`config.mk`:
```
export PLATFORM = sky130hd
export DESIGN_NAME = nibble_serial_sub
export DESIGN_NICKNAME = d
export VERILOG_FILES = /design/src/rtl/nibble_serial_sub.sv
export SDC_FILE = /design/constraint.sdc
export NUM_CORES = 1
export LEC_CHECK = 0
export CORE_MARGIN = 2
export CORE_UTILIZATION = 25
export CTS_CLUSTER_SIZE = 28
export DETAILED_ROUTE_END_ITERATION = 10
export REMOVE_ABC_BUFFERS = 1
export SETUP_SLACK_MARGIN = 0.1
export SYNTH_ARGS = -nofsm -noshare
export SYNTH_HDL_FRONTEND = slang
export SYNTH_SLANG_ARGS = --single-unit
```
`constraint.sdc`:
```
create_clock -name clk -period 7.65 [get_ports clk]
set_clock_uncertainty 0.15 [all_clocks]
set_input_delay 1.53 -clock clk [delete_from_list [all_inputs] [get_ports clk]]
set_output_delay 1.53 -clock clk [all_outputs]
set_load 0.05 [all_outputs]
```
`src/rtl/nibble_serial_sub.sv`:
```
// Wide unsigned subtractor that works one 4-bit nibble per clock, LSB first.
// The borrow is chained between nibbles; the result is returned over a valid/ready handshake.
module nibble_serial_sub #(
  parameter int NIBBLES = 4,
  parameter int WIDTH   = 4 * NIBBLES
) (
  input  logic             clk,
  input  logic             rst_n,
  input  logic             in_valid,
  output logic             in_ready,
  input  logic [WIDTH-1:0] a,
  input  logic [WIDTH-1:0] b,
  input  logic             bin,
  output logic             out_valid,
  input  logic             out_ready,
  output logic [WIDTH-1:0] diff,
  output logic             bout,
  output logic             busy
);

  localparam int IDX_W = (NIBBLES > 1) ? $clog2(NIBBLES) : 1;
  localparam logic [IDX_W-1:0] LAST_IDX = IDX_W'(NIBBLES - 1);

  typedef enum logic [1:0] {IDLE, RUN, DONE} state_t;

  state_t           state_q, state_d;
  logic [IDX_W-1:0] idx_q, idx_d;
  logic             borrow_q, borrow_d;
  logic [WIDTH-1:0] diff_q, diff_d;
  logic             bout_q, bout_d;
  logic [WIDTH-1:0] a_q, b_q;
  logic [4:0]       nib_r;

  // Bit 4 of the 5-bit result is the borrow out: set iff x < y + bi.
  function automatic logic [4:0] sub_nibble(input logic [3:0] x, input logic [3:0] y,
                                            input logic bi);
    return {1'b0, x} - {1'b0, y} - {4'b0000, bi};
  endfunction

  assign nib_r = sub_nibble(a_q[4*idx_q +: 4], b_q[4*idx_q +: 4], borrow_q);

  always_comb begin
    state_d  = state_q;
    idx_d    = idx_q;
    borrow_d = borrow_q;
    diff_d   = diff_q;
    bout_d   = bout_q;
    unique case (state_q)
      IDLE: begin
        if (in_valid) begin
          idx_d    = '0;
          borrow_d = bin;
          state_d  = RUN;
        end
      end
      RUN: begin
        diff_d[4*idx_q +: 4] = nib_r[3:0];
        borrow_d             = nib_r[4];
        idx_d                = IDX_W'(idx_q + 1'b1);
        if (idx_q == LAST_IDX) begin
          bout_d  = nib_r[4];
          state_d = DONE;
        end
      end
      DONE: begin
        if (out_ready) state_d = IDLE;
      end
      default: state_d = IDLE;
    endcase
  end

  always_ff @(posedge clk or negedge rst_n) begin
    if (!rst_n) begin
      state_q  <= IDLE;
      idx_q    <= '0;
      borrow_q <= 1'b0;
      diff_q   <= '0;
      bout_q   <= 1'b0;
    end else begin
      state_q  <= state_d;
      idx_q    <= idx_d;
      borrow_q <= borrow_d;
      diff_q   <= diff_d;
      bout_q   <= bout_d;
    end
  end

  // Operand copies are pure data; only the captured values feed the arithmetic.
  always_ff @(posedge clk) begin
    if (state_q == IDLE && in_valid) begin
      a_q <= a;
      b_q <= b;
    end
  end

  assign in_ready  = (state_q == IDLE);
  assign out_valid = (state_q == DONE);
  assign busy      = (state_q != IDLE);
  assign diff      = diff_q;
  assign bout      = bout_q;

endmodule
```
# Word-level counts from Yosys, hierarchy flattened
# Cells that the tools add are included.
[totals]
ff_bits = 54
in_bits = 37
word_cells = 37
[op_classes]
n_addsub = 4
n_eq_ne = 6
shift = 4
muxes = 9
reduce_logical = 7
[op_table]
columns = ["op", "count"]
rows = [
  ["4-bit negator with 34-bit output", 1],
  ["4-bit by 34-bit variable shift with 16-bit output, first input constant", 1],
  ["4-bit by 34-bit variable part select with 16-bit output", 1],
  ["16-bit by 5-bit variable part select with 4-bit output", 2],
  ["16-bit bitwise mux", 1],
  ["2-bit two-way mux", 4],
  ["2-bit case mux with 3 select lines", 1],
  ["4-bit by 4-bit subtractor with 5-bit output", 1],
  ["5-bit by 1-bit subtractor with 5-bit output", 1],
  ["2-bit equality test, second input constant", 2],
  ["2-bit inequality test, second input constant", 2],
  ["2-bit case mux with 2 select lines", 1],
  ["2-bit AND reduction", 2],
  ["2-bit nonzero test", 2],
  ["3-bit AND reduction", 1],
  ["2-bit by 1-bit adder with 2-bit output, second input constant", 1],
  ["2-bit by 1-bit equality test with 1-bit output, second input constant", 1],
  ["2-bit logical NOT", 1],
  ["2-bit by 1-bit inequality test with 1-bit output, second input constant", 1],
  ["1-bit case mux with 2 select lines", 1],
  ["1-bit logical AND", 1],
  ["1-bit two-way mux", 1],
]

# Depth between registers and ports, before layout
[logic_depth]
word_depth = 5
mapped_depth = 10

# Worst setup path before layout
# Ideal clock, no wire load.
[synth_timing]
kind = "register to output"
from = "register state_q[0]"
to = "output port in_ready"
arrival_ns = 1.206
t_required_ns = 5.970
path_slack_ns = 4.764
path_stages_with_launch = 3
n_path_buf = 0
cell_sequence = "dfrtp_1 or2_2 inv_1"
[synth_via]
elab_chain_cells = 1
[synth_rtl]
columns = ["element", "line", "source"]
rows = [
  ["start: declaration", "26", "state_t state_q, state_d;"],
  ["start signal: assignment", "80", "state_q <= state_d;"],
  ["2-bit logical NOT", "96", "assign in_ready = (state_q == IDLE);"],
  ["end: declaration", "10", "output logic in_ready,"],
]
# No other way between the ends.

# Worst setup path after layout
# Ends and elaborated chain as after synthesis.

==> impl_results.md <==
* Outcome: finished, final reports clean
* Top post-synthesis cells by count: edfxtp_1 (32), dfrtp_1 (22), nand2_1 (22), inv_1 (14), o21ai_0 (12)
* Post-Syn Area at ~2300 um2
* Synth Area per Inst at 14.5 um2
* Area of the multi-input gates at 718 um2
* I/O Pins at between 50 and 60
* Drc violations at 0
* Routed wire per std cell at around 13 um
* Hold Path Class: reg2reg
* Worst Path Arrival at 1.91 ns
* Total number of vias at 1428
* Overall routing resource usage at 0.0898
* DR iter-0 viols at 36
* Area leader, netlist: edfxtp_1
* CTS tree: built
* Area delta synth->final at 33.5%
* Largest net degree at the start of global routing at 33
* CTS sink count at between 50 and 60
* Peak supply drop at 0.000109 V
* Port Buffer Count at 56
* Clk Latency, worst-skew pair at around 0.30 ns
* Period utilization at 0.470
* Number of synthesized register bits at 54
* Setup ws final at roughly 4.1 ns
* Worst-path clk slew at roughly 0.1 ns
* Initial Util at 0.253
* Number of cell rows at 35
* Clk buf depth at 2
* Drt total wl at ~4300 um
* Post-synthesis async set-or-reset flop share at 0.407
* Ant diodes at 0
* Filler Cells Inserted at 922
* Num CTS Buffers at 5
* Fmax at 278 MHz
* PD cells at 410 nW/um2
* Yosys cell types at 31
* Drt pass-1 iters at 4
* Setup TNS at 0 ns
* Root buf cell: clkbuf_8
* First-pass GRT wire length at 7000 um
* Setup crit end kind: primary output
* CTS H-Tree Depth at 2
* Crit start category: flop
* Max_slew headroom at 0.348
* Critical Path Source: state_q[0]
* Final min period at 3.59 ns
* Worst path required time at 5.97 ns
* Ranking of synthesized cells by area: edfxtp_1 (42%), dfrtp_1 (24%), mux4_2 (7.8%), ha_1 (5.4%), nand2_1 (3.6%)
* Seq/Total Area, Yosys at 0.655
* Final Hold Fails at 0
* P_leak at between 0.001 and 0.0015 uW
* GPL Wtd Cong at 0.750
* Final nets at approximately 270
* Synthesis warning total at 0
* Synth top area share at 0.417
* Post-synth EDFFs at 32
* Syn Inst Count at 159
* RSZ-0062 raised after global routing: no
* Slew @ Worst Pin at 0.976 ns
* Ys flop type: edfxtp_1
* CTS Hold Bufs at 0
* Vias per inst at about 4.3
* Vias in the first global route at 1477
* Initial antenna violation count at 0
* Die X at 100 um
* R2r startpoint: idx_q[0]
* Hold Crit Start: diff[4]
* Final HPWL DP at around 3300 um
* Pre-CTS setup slack at 4.38 ns
* Leading cell type by number of instances after synthesis: edfxtp_1
* Die area at 10000 um2
* Layout cells sized above 1 at 0.0950
* Setup Viol. Count Final at 0
* Register area at 1510 um2
* Routed Antenna Nets at 0
* Die Ht at 100 um
* Post-CTS sizing at 0
* Max Slew Vio Count at 0
* Setup Buffers After CTS at 0
* Core Footprint at between 9000 and 10000 um2
* Setup CP Type: reg2out
* Grt total ovfl at 0
* Max-cap violations at 0
* Crit-path max FO at 7
## power by group
part	leakage [uW]	internal [uW]	switching, uW
Clock	0.0000422	64.6	91.7
Sequential	0.000585	391	65.9
Combinational	0.000554	249	399
## metal layers
metal / vias up / share of wire / track usage
li1: 685 / - / -
met1: 691 / 0.45 / 0.112
met2: 48 / 0.48 / 0.153
met3: 4 / 0.064 / 0.0279
met4: 0 / 0.0067 / 0.0200
met5: - / 0 / 0
## kinds of logic after synthesis
logic type	count (synthesis)	share of synthesized area
AND/OR/NAND/NOR	37	0.0830
AO/OA/AOI/OAI	28	0.0673
flip-flops	54	0.655
XOR/XNOR	3	0.0114
multiplexers	8	0.0781
buffers and inverters	17	0.0331
adder cells (fa/ha/maj)	12	0.0716
## critical path, stage by stage (launching register included)
cell,delay (ns)
dfrtp_1,0.44
or2_2,0.32
inv_1,0.07
clkdlybuf4s50_1,0.79
## registers in the layout, indices dropped and copies added, names as in the netlist
name	flops
a_q	16
b_q	16
borrow_q	1
bout	1
diff	16
idx_q	2
state_q	2
## cell usage in the layout, fill, tap and decap left out, drive strengths merged, types with 2 or more instances in the layout
cell type / netlist / routed
nand2: 23 / 23
a22o: 2 / 2
ha: 10 / 10
mux4: 8 / 8
nor2: 2 / 2
inv: 14 / 15
or4: 2 / 2
dfrtp: 22 / 22
a21oi: 6 / 6
edfxtp: 32 / 32
nand3: 2 / 2
clkdlybuf4s50: 0 / 56
fa: 2 / 2
xor2: 2 / 2
o21ai: 17 / 17
clkbuf: 0 / 5
## metrics by stage
| step | total power [uW] | hold WS, ns | instance area [um2] | cells | utilization |
|---|---|---|---|---|---|
| 3_5_place_dp | 1130 | 0.328 | 2990 | 324 | 0.328 |
| 3_3_place_gp | 1120 | 0.321 | 2990 | 324 | 0.328 |
| 2_1_floorplan | 903 | 0.346 | 2280 | 156 | - |
| 4_1_cts | 1290 | 0.350 | 3080 | 332 | 0.338 |
| 6_report | 1260 | 0.343 | 3080 | 332 | 0.338 |
| 5_1_grt | 1360 | 0.368 | 3080 | 332 | 0.338 |
## path summary, 6_finish.rpt
check,endpoint,slack [ns],cells past startpoint
setup / recovery,in_ready,4.06,3
hold / removal,diff[4],0.34,2
setup reg to reg,diff[15],4.50,7
hold reg to reg,diff[4],0.34,2
max in group asynchronous,bout,5.14,1
min in group asynchronous,diff[9],1.61,1
## final cells by class
| cell class | count | share of cell area |
|---|---|---|
| repair buffers | 57 | 0.185 |
| inverters | 14 | 0.0171 |
| flip-flops and latches | 54 | 0.491 |
| multi-input cells | 88 | 0.233 |
| clock inverters | 3 | 0.00650 |
| clock buffers | 5 | 0.0224 |
| well taps | 111 | 0.0451 |
Note: power is estimated with default switching activity, not from simulation.
